--- config.mk ---
export PLATFORM = sky130hd
export DESIGN_NAME = nfifo_vc
export DESIGN_NICKNAME = d
export VERILOG_FILES = /design/src/rtl/nfifo_vc.sv
export SDC_FILE = /design/constraint.sdc
export NUM_CORES = 1
export LEC_CHECK = 0
export ABC_AREA = 0
export CELL_PAD_IN_SITES_DETAIL_PLACEMENT = 0
export CELL_PAD_IN_SITES_GLOBAL_PLACEMENT = 1
export CORE_MARGIN = 2
export CORE_UTILIZATION = 24
export DETAILED_ROUTE_END_ITERATION = 7
export PLACE_DENSITY_LB_ADDON = 0.1
export SLEW_MARGIN = 20
export SYNTH_ARGS = -nofsm -noshare
export SYNTH_HDL_FRONTEND = slang
export SYNTH_SLANG_ARGS = --single-unit
--- constraint.sdc ---
create_clock -name clk_i -period 8.8 [get_ports clk_i]
set_clock_uncertainty 0.05 [all_clocks]
set_input_delay 0.88 -clock clk_i [delete_from_list [all_inputs] [get_ports clk_i]]
set_output_delay 0.88 -clock clk_i [all_outputs]
set_load 0.05 [all_outputs]
--- src/rtl/nfifo_vc.sv ---
// Multi-channel FIFO: vc_num independent FIFOs sharing one storage array, with a registered read port.
// Optional sticky overflow/underflow flags are enabled by defining NFIFO_VC_ERR_EN.
module nfifo_vc #(
  parameter int width  = 32,
  parameter int depth  = 4,
  parameter int vc_num = 2
) (
  input  logic                      clk_i,
  input  logic                      rst_i,
  input  logic                      write_i,
  input  logic [$clog2(vc_num)-1:0] wvc_i,
  input  logic [width-1:0]          data_i,
  input  logic                      read_i,
  input  logic [$clog2(vc_num)-1:0] rvc_i,
  output logic [width-1:0]          data_o,
  output logic                      valid_o,
  output logic [vc_num-1:0]         empty_o,
  output logic [vc_num-1:0]         full_o,
  output logic                      ovf_o,
  output logic                      udf_o
);

  localparam int PW  = $clog2(depth);
  localparam int CW  = PW + 1;
  localparam int VCW = $clog2(vc_num);

  logic [width-1:0]  mem    [vc_num][depth];
  logic [PW-1:0]     wr_ptr [vc_num];
  logic [PW-1:0]     rd_ptr [vc_num];
  logic [CW-1:0]     count  [vc_num];
  logic [vc_num-1:0] wr_en;
  logic [vc_num-1:0] rd_en;
  logic              wvc_ok;
  logic              rvc_ok;

  // Channel selects beyond vc_num address nothing and are therefore rejected.
  assign wvc_ok = ({1'b0, wvc_i} < (VCW+1)'(vc_num));
  assign rvc_ok = ({1'b0, rvc_i} < (VCW+1)'(vc_num));

  generate
    for (genvar gi = 0; gi < vc_num; gi++) begin : g_chan
      assign empty_o[gi] = (count[gi] == '0);
      assign full_o[gi]  = (count[gi] == CW'(depth));
      assign wr_en[gi]   = write_i && wvc_ok && (wvc_i == VCW'(gi)) && !full_o[gi];
      assign rd_en[gi]   = read_i && rvc_ok && (rvc_i == VCW'(gi)) && !empty_o[gi];
    end
  endgenerate

  always_ff @(posedge clk_i or posedge rst_i) begin
    if (rst_i) begin
      for (int i = 0; i < vc_num; i++) begin
        wr_ptr[i] <= '0;
        rd_ptr[i] <= '0;
        count[i]  <= '0;
      end
      data_o  <= '0;
      valid_o <= 1'b0;
    end else begin
      for (int i = 0; i < vc_num; i++) begin
        if (wr_en[i]) wr_ptr[i] <= wr_ptr[i] + 1'b1;
        if (rd_en[i]) rd_ptr[i] <= rd_ptr[i] + 1'b1;
        if (wr_en[i] && !rd_en[i])
          count[i] <= count[i] + 1'b1;
        else if (!wr_en[i] && rd_en[i])
          count[i] <= count[i] - 1'b1;
      end
      valid_o <= |rd_en;
      if (|rd_en) data_o <= mem[rvc_i][rd_ptr[rvc_i]];
    end
  end

  // Storage is never reset: zeroed counters keep stale entries unreachable.
  always_ff @(posedge clk_i) begin
    if (|wr_en) mem[wvc_i][wr_ptr[wvc_i]] <= data_i;
  end

`ifdef NFIFO_VC_ERR_EN
  always_ff @(posedge clk_i or posedge rst_i) begin
    if (rst_i) begin
      ovf_o <= 1'b0;
      udf_o <= 1'b0;
    end else begin
      if (write_i && wvc_ok && full_o[wvc_i])  ovf_o <= 1'b1;
      if (read_i && rvc_ok && empty_o[rvc_i])  udf_o <= 1'b1;
    end
  end
`else
  assign ovf_o = 1'b0;
  assign udf_o = 1'b0;
`endif

endmodule

==> impl_metrics.ini, run 1 <==
[floorplanning]
die-area_sq_um = 49800
start_util = 0.242
core_area_sq_um = 47500
die_y_um = 223
die_w_um = 223
row_count = 80
ios = 77

[final_layout]
final_cells = 1293
seq_area_sq_um = 8860
final_common_cell = edfxtp_1
fillers = 4603
drive_gt1_frac = 0.201
nets = 692
syn2layout_area_growth_pct = 23.0
layout_common_cells = edfxtp_1, clkdlybuf4s50_1, mux2i_1, dfrtp_1, clkbuf_16
multi_input_area_sq_um = 2510

[clocking]
max-clock-path-buffers = 3
hold_buffers = 0
cts_tree = done
root_buffer = clkbuf_16
post_cts_resized = 0
clkLatencyLatePin_ps = 510
cts_made_buffers = 36
cts_num_sinks = 303
h-tree-depth = 2
clkTransAtPathRegs_ps = 60
post-cts-setup-buffers = 0

[setup_path]
worstPathRequired_ps = 9120
crit_path_top_delay_cell = clkdlybuf4s50_1
cp_cell_sequence = clkdlybuf4s50_1, mux2i_4, buf_4, buf_4, mux4_2, o22ai_1, a221oi_2
crit_fanout = 39
crit_path_max_incr_delay_ps = 710
cp-end-kind = register
worstSetupPathType = in -> reg
cp-start-kind = input pin
crit_arrival_ps = 3910
cp_common_cell = buf_4

[routing]
drcViolationCount = 0
drt-total-wl_um = 29300
drt_iter0_drc = 263
avgRoutedWirePerCell_um = 22.6
final_antenna_net_count = 0
first_pass_iters = 4
viasPerCell = 4.36
routed-via-count = 5638

[run]
drv_cap = 0

[synth]
synth_warnings = 0
yosys-top-cells-area = edfxtp_1, dfrtp_1, mux2i_1
ys_seq_area_frac = 0.769
postSynthCellCount = 547
synth_top_area_share = 0.667
synth_seq_cells = 303
yosys.area.top_type = edfxtp_1
syn_area_per_cell_sq_um = 21.1
synth.distinct_cells = 36
synth_area_sq_um = 11500

[pwr]
finalPower_mw = 4.81
ir_drop_v = 0.000137
power.density_nw_per_um2 = 339
leakage_nw = 4.76

[placed_design]
post-place-cells = 1227
placement.io_buffers = 74
dp_slack_ps = 4620
hpwl_um = 14800
gp_congestion = 0.661

[global_routing]
grt_pass1_vias = 6116
grt_pass1_wl_um = 42400
antenna_found_initial = 2
grt_max_degree = 48
grt_overflow_total = 0
grt_usage = 0.118

[sta]
drv_slew = 0
relSlewSlack = 0.311
tightest_slew_ps = 1030
final-hold-violation-count = 0
setup_slack_ps = 5210
grt_setup_unrepaired = no
period_needed_ps = 3590
tns_ps = 0
whs_ps = 471
fmax_mhz = 279
setup_violations = 0
fin_crit_sh = 0.408

[run_status]
status = complete, no violations

[worst_hold_path]
hold_path_class = reg -> reg
[synthesized netlist by cell type]
| master | count |
|---|---|
| edfxtp_1 | 256 |
| mux2i_1 | 64 |
| dfrtp_1 | 47 |
| o22ai_1 | 32 |
| mux4_2 | 25 |
| a221oi_2 | 21 |
| a221oi_1 | 11 |
| buf_2 | 11 |
| nor2_1 | 10 |
| buf_4 | 7 |
| mux4_1 | 7 |
| xnor2_1 | 7 |
| xor2_1 | 7 |
| inv_1 | 6 |
| buf_6 | 5 |
| nand2_1 | 3 |
| nor3b_1 | 3 |
| and3_1 | 2 |
| clkbuf_1 | 2 |
| fa_1 | 2 |
| ha_1 | 2 |
| mux2_2 | 2 |
| mux2i_4 | 2 |
| and3b_1 | 1 |
| buf_8 | 1 |
| clkbuf_4 | 1 |
| conb_1 | 1 |
| nand2b_1 | 1 |
| nor3_1 | 1 |
| nor3_2 | 1 |
| nor3b_2 | 1 |
| nor4_1 | 1 |
| nor4b_1 | 1 |
| o21ai_2 | 1 |
| o311ai_4 | 1 |
| or2_1 | 1 |
[report_power, final]
part	internal, mW	leakage [nW]	switching [mW]
Sequential	1.81	2.85	0.179
Combinational	0.559	1.35	0.845
Clock	0.856	0.560	0.561
[per-layer routing]
layer / vias to the layer above / part of all wire / track usage
met5: - / 0.0011 / 0
met4: 4 / 0.020 / 0.0307
met3: 49 / 0.039 / 0.0233
met2: 97 / 0.51 / 0.210
met1: 3024 / 0.43 / 0.146
li1: 2464 / - / -
[path summary, 6_finish.rpt]
check                               start    endpoint  slack [ps]  depth (start not counted)
worst max-delay path                rvc_i  data_o[30]        5210                          7
worst min-delay path             count[5]    count[5]         470                          1
worst max register to register  rd_ptr[2]  data_o[30]        5670                          6
worst min register to register   count[5]    count[5]         470                          1
max in group asynchronous           rst_i   rd_ptr[3]        7180                          3
min in group asynchronous           rst_i   data_o[9]         920                          3
[critical path: cells and delay by family]
family          cells  cell delay, ps
compound gates      2             240
buf+inv             3            1880
mux                 2             860
[registers in the layout, indices dropped and copies added (netlist names)]
signal   cells
mem        256
count        6
rd_ptr       4
wr_ptr       4
valid_o      1
data_o      32
[final cells by class]
class	count	area share
Clock inverter	10	0.00592
Timing Repair Buffer	91	0.0613
Antenna cell	1	0.000177
Tap cell	615	0.0543
Inverter	6	0.00159
Clock buffer	55	0.0743
Multi-Input combinational cell	212	0.177
Sequential cell	303	0.626
[logic make-up (layout without fill, tap and decap cells)]
group	count (synthesis)	in the layout	share of synthesized area
AO/OA/AOI/OAI	66	66	0.0561
XOR/XNOR	14	14	0.0106
adder cells (fa/ha/maj)	4	4	0.00565
buffers and inverters	33	162	0.0188
flip-flops	303	303	0.769
multiplexers	100	100	0.126
other	1	3	0.000325
AND/OR/NAND/NOR	26	26	0.0128
[per-stage QoR]
stage	utilization	area, sq um
6_report	0.298	14200
5_1_grt	0.298	14200
4_1_cts	0.298	14200
3_5_place_dp	0.274	13000
3_3_place_gp	0.274	13000
2_1_floorplan	-	11500
(Power assumes the default switching activity.)
==> run 2: changes to the inputs <==
==> constraint.sdc (replaced) <==
create_clock -name clk_i -period 3.5 [get_ports clk_i]
set_clock_uncertainty 0.05 [all_clocks]
set_input_delay 0.35 -clock clk_i [delete_from_list [all_inputs] [get_ports clk_i]]
set_output_delay 0.35 -clock clk_i [all_outputs]
set_load 0.05 [all_outputs]
==> run 2 against run 1 <==
  * Power grew to 2.5 times the previous value
  * Clock-buffer cell count down 12
  * Sequential power grew to 2.5 times the previous value
  * Die area is the same
  * Hold slack got worse by 190 ps
  * Critical path depth shrank 5
  * Register-to-register slack lost 4600 ps
  * Non-clock buffer count up 6
  * Core utilization is 0.33 points higher
  * Critical path type is now reg -> out
==> impl_metrics.ini, run 2 (synthesis results as in run 1) <==
[floorplanning]
ios = 77
die-area_sq_um = 49800
die_w_um = 223
die_y_um = 223
row_count = 80
start_util = 0.242
core_area_sq_um = 47500

[sta]
grt_setup_unrepaired = no
fmax_mhz = 360
period_needed_ps = 2780
relSlewSlack = 0.405
fin_crit_sh = 0.794
setup_violations = 0
final-hold-violation-count = 0
tightest_slew_ps = 892
drv_slew = 0
tns_ps = 0
setup_slack_ps = 720
whs_ps = 286

[setup_path]
crit_end = full_o[1]
crit_fanout = 5
r2r_start = rd_ptr[2]
reg2reg_depth = 5
worstPathRequired_ps = 3100
crit_arrival_ps = 2380
cp-startpoint = count[0]
cp_cell_sequence = nor3b_2, clkdlybuf4s50_1
crit_path_max_incr_delay_ps = 910
worstSetupPathType = reg -> out
crit_path_top_delay_cell = clkdlybuf4s50_1
rrSetupSlack_ps = 1090
reg2reg_to = data_o[25]
cp-end-kind = output pin
cp-start-kind = register

[clocking]
cts_made_buffers = 36
clkLatencyLatePin_ps = 510
h-tree-depth = 2
clkTransAtPathRegs_ps = 60
post_cts_resized = 0
hold_buffers = 0
cts_tree = done
root_buffer = clkbuf_16
post-cts-setup-buffers = 0
max-clock-path-buffers = 3
cts_num_sinks = 303

[placed_design]
post-place-cells = 1233
dp_slack_ps = 643
gp_congestion = 0.652
placed_area_sq_um = 13200
hpwl_um = 15400
placement.io_buffers = 74

[final_layout]
final_cells = 1298
final_common_cell = edfxtp_1
drive_gt1_frac = 0.207
final_util = 0.301
nets = 698
layout_common_cells = edfxtp_1, clkdlybuf4s50_1, mux2i_1, dfrtp_1, clkbuf_16
fin_area_sq_um = 14300
syn2layout_area_growth_pct = 24.3
largest_reg_flops = 256

[global_routing]
grt_pass1_vias = 6194
grt_pass1_wl_um = 42700
grt_usage = 0.119
grt_max_degree = 38
grt_overflow_total = 0
antenna_found_initial = 2

[routing]
drcViolationCount = 0
drt-total-wl_um = 29500
avgRoutedWirePerCell_um = 22.7
final_antenna_net_count = 0
first_pass_iters = 4
routed-via-count = 5673
drt_iter0_drc = 346
viasPerCell = 4.37

[pwr]
power.density_nw_per_um2 = 849
ir_drop_v = 0.000305
leakage_nw = 4.83
finalPower_mw = 12.2

[run_status]
status = complete, no violations

[worst_hold_path]
hold_path_class = in -> async

[run]
drv_cap = 0
## run 2: cell types whose count changed in the layout (fill, tap and decap cells not counted), sizes merged
cell    change
inv         -4
bufinv      +1
clkbuf     -12
buf         +6
clkinv     +14
## run 2: layer usage
metal  up-vias  GRT usage  part of all wire  wire length (um)
li1       2484          -                 -                 -
met1      3018      0.152              0.44             13000
met2       123      0.204              0.49             14400
met3        46     0.0252             0.048              1410
met4         2     0.0368             0.022               648
met5         -          0           0.00027                 8
## run 2: worst min path at each step
stage,cells after the start,slack (ps),endpoint,startpoint
3_3_place_gp,1,440,count[5],count[5]
2_1_floorplan,0,400,mem[0][0],data_i[0]
4_1_cts,2,310,valid_o,rst_i
6_report,2,290,valid_o,rst_i
5_1_grt,2,340,valid_o,rst_i
3_5_place_dp,1,450,count[5],count[5]
## run 2: report_power, final
group / total (mW) / internal, mW / switching [mW]
Sequential: 4.98 / 4.54 / 0.440
Combinational: 3.67 / 1.51 / 2.16
Clock: 3.52 / 2.11 / 1.41
Total: 12.2 / 8.15 / 4.01
## run 2: layout make-up
cell class,instances,area (sq um)
antenna,1,2.50
tap,615,769
sequential,303,8860
inverter,6,23.8
fill,4573,33200
clock inverter,21,144
clock buffer,43,968
multi-input combinational,212,2530
timing repair buffer,97,1030
## run 2: critical path, delay by kind of cell (launching register included)
family                 cells  cell delay (ps)
buffers and inverters      1              910
DFF                        1              480
and+or+nand+nor            1              480
==> run 3: changes to the inputs <==
==> constraint.sdc (replaced) <==
create_clock -name clk_i -period 2.2 [get_ports clk_i]
set_clock_uncertainty 0.05 [all_clocks]
set_input_delay 0.22 -clock clk_i [delete_from_list [all_inputs] [get_ports clk_i]]
set_output_delay 0.22 -clock clk_i [all_outputs]
set_load 0.05 [all_outputs]
==> run 3 against run 2 <==
  * Power up 66%
  * Critical path type unchanged
  * Final cell count grew 2.8%
  * First-iteration DRC count is 10% higher
  * Sequential share of layout area shrank 2.4 points
  * Global-route usage about the same
  * Critical endpoint is now data_o[30]
  * Via count is 0.26% higher
==> impl_metrics.ini, run 3 (synthesis results as in run 1) <==
[setup_path]
crit_path_max_incr_delay_ps = 840
rrSetupSlack_ps = 120
path_depth = 1
worstSetupPathType = reg -> out
cpLargestDelayFamily = buffers and inverters
cp_cell_sequence = clkdlybuf4s50_1
cp-end-kind = output pin
reg2reg_depth = 6
cp_num_buf_inv = 1
crit_path_top_delay_cell = clkdlybuf4s50_1
crit_arrival_ps = 1840
cp-start-kind = register
worstPathRequired_ps = 1930
crit_fanout = 2

[clocking]
cts_made_buffers = 36
root_buffer = clkbuf_16
max-clock-path-buffers = 3
h-tree-depth = 2
cts_num_sinks = 303
clkTransAtPathRegs_ps = 60
clkLatencyLatePin_ps = 540
post-cts-setup-buffers = 0
hold_buffers = 0
post_cts_resized = 0
cts_tree = done

[placed_design]
dp_slack_ps = -71.8
placement.io_buffers = 74
gp_congestion = 0.675
hpwl_um = 17000

[sta]
relSlewSlack = 0.592
period_needed_ps = 2110
whs_ps = 44.5
final-hold-violation-count = 0
fin_crit_sh = 0.961
setup_violations = 0
setup_slack_ps = 86.7
drv_slew = 0
tightest_slew_ps = 612
grt_setup_unrepaired = no
fmax_mhz = 473

[global_routing]
grt_usage = 0.119
grt_overflow_total = 0
grt_max_degree = 48
antenna_found_initial = 2
grt_pass1_vias = 6243
grt_pass1_wl_um = 42400

[routing]
viasPerCell = 4.26
first_pass_iters = 4
drt_iter0_drc = 382
routed-via-count = 5688
drt-total-wl_um = 28700
drcViolationCount = 0
final_antenna_net_count = 0
avgRoutedWirePerCell_um = 21.5

[pwr]
p_sw_mw = 6.50
power.density_nw_per_um2 = 1350
swShare = 0.322
seqPwrFrac = 0.388
combPwrFrac = 0.318
leakage_nw = 5.11
ir_drop_v = 0.000563
clkPwrFrac = 0.293
p_int_mw = 13.7

[final_layout]
multi_input_area_sq_um = 2580
antenna_cells = 0
syn2layout_area_growth_pct = 29.5
largest_reg_flops = 256
nets = 734
drive_gt1_frac = 0.270
seq_area_sq_um = 8870
layout_common_cells = edfxtp_1, clkdlybuf4s50_1, mux2i_1, dfrtp_1, buf_4
final_common_cell = edfxtp_1
final_util = 0.314
fillers = 4548

[floorplanning]
ios = 77
row_count = 80
die-area_sq_um = 49800
core_area_sq_um = 47500
start_util = 0.242
die_w_um = 223
die_y_um = 223

[worst_hold_path]
hold_path_class = in -> async

[run_status]
status = complete, no violations

[run]
drv_cap = 0
-- run 3: worst reg2reg max path: stages, from the launching register on --
cell and delay, ps:
dfrtp_2 460, nor3b_4 430, nor2_2 90, ha_2 220, inv_2 50, fa_1 390, mux2_2 270
-- run 3: worst paths after layout --
path                         endpoint  startpoint
max                        data_o[30]  data_o[30]
min                         data_o[8]       rst_i
max reg2reg                  count[1]    count[1]
min reg2reg                  count[5]    count[5]
max in group asynchronous  data_o[29]       rst_i
min in group clk_i         mem[1][99]   data_i[3]
-- run 3: metal layers --
layer	routed length (um)	track usage	vias to the layer above
met5	32	0	-
met4	701	0.0405	4
met1	12900	0.157	2962
met3	1320	0.0258	49
met2	13700	0.194	113
li1	-	-	2560
-- run 3: power groups by stage --
stage	Clock [mW]	Sequential, mW	Combinational [mW]
5_1_grt	6.36	7.93	6.86
6_report	5.92	7.83	6.42
4_1_cts	6.14	7.86	6.58
3_5_place_dp	0	7.96	6.56
2_1_floorplan	0	8.82	3.20
3_3_place_gp	0	7.93	6.48
-- run 3: stage by stage --
step | TNS (ps) | power (mW) | cells | area (sq um)
after global routing | 0 | 21.1 | 1334 | 14900
final | 0 | 20.2 | 1334 | 14900
after global placement | -751 | 14.4 | 1268 | 13700
after floorplan | -10150 | 12.0 | 548 | 11700
after CTS | 0 | 20.6 | 1333 | 14900
after detailed placement | -925 | 14.5 | 1268 | 13700
-- run 3: cell type report --
cell class / instances / area share
sequential: 303 / 0.594
multi-input combinational: 212 / 0.173
timing repair buffer: 133 / 0.0996
clock buffer: 51 / 0.0695
tap: 615 / 0.0516
clock inverter: 14 / 0.0104
inverter: 6 / 0.00151
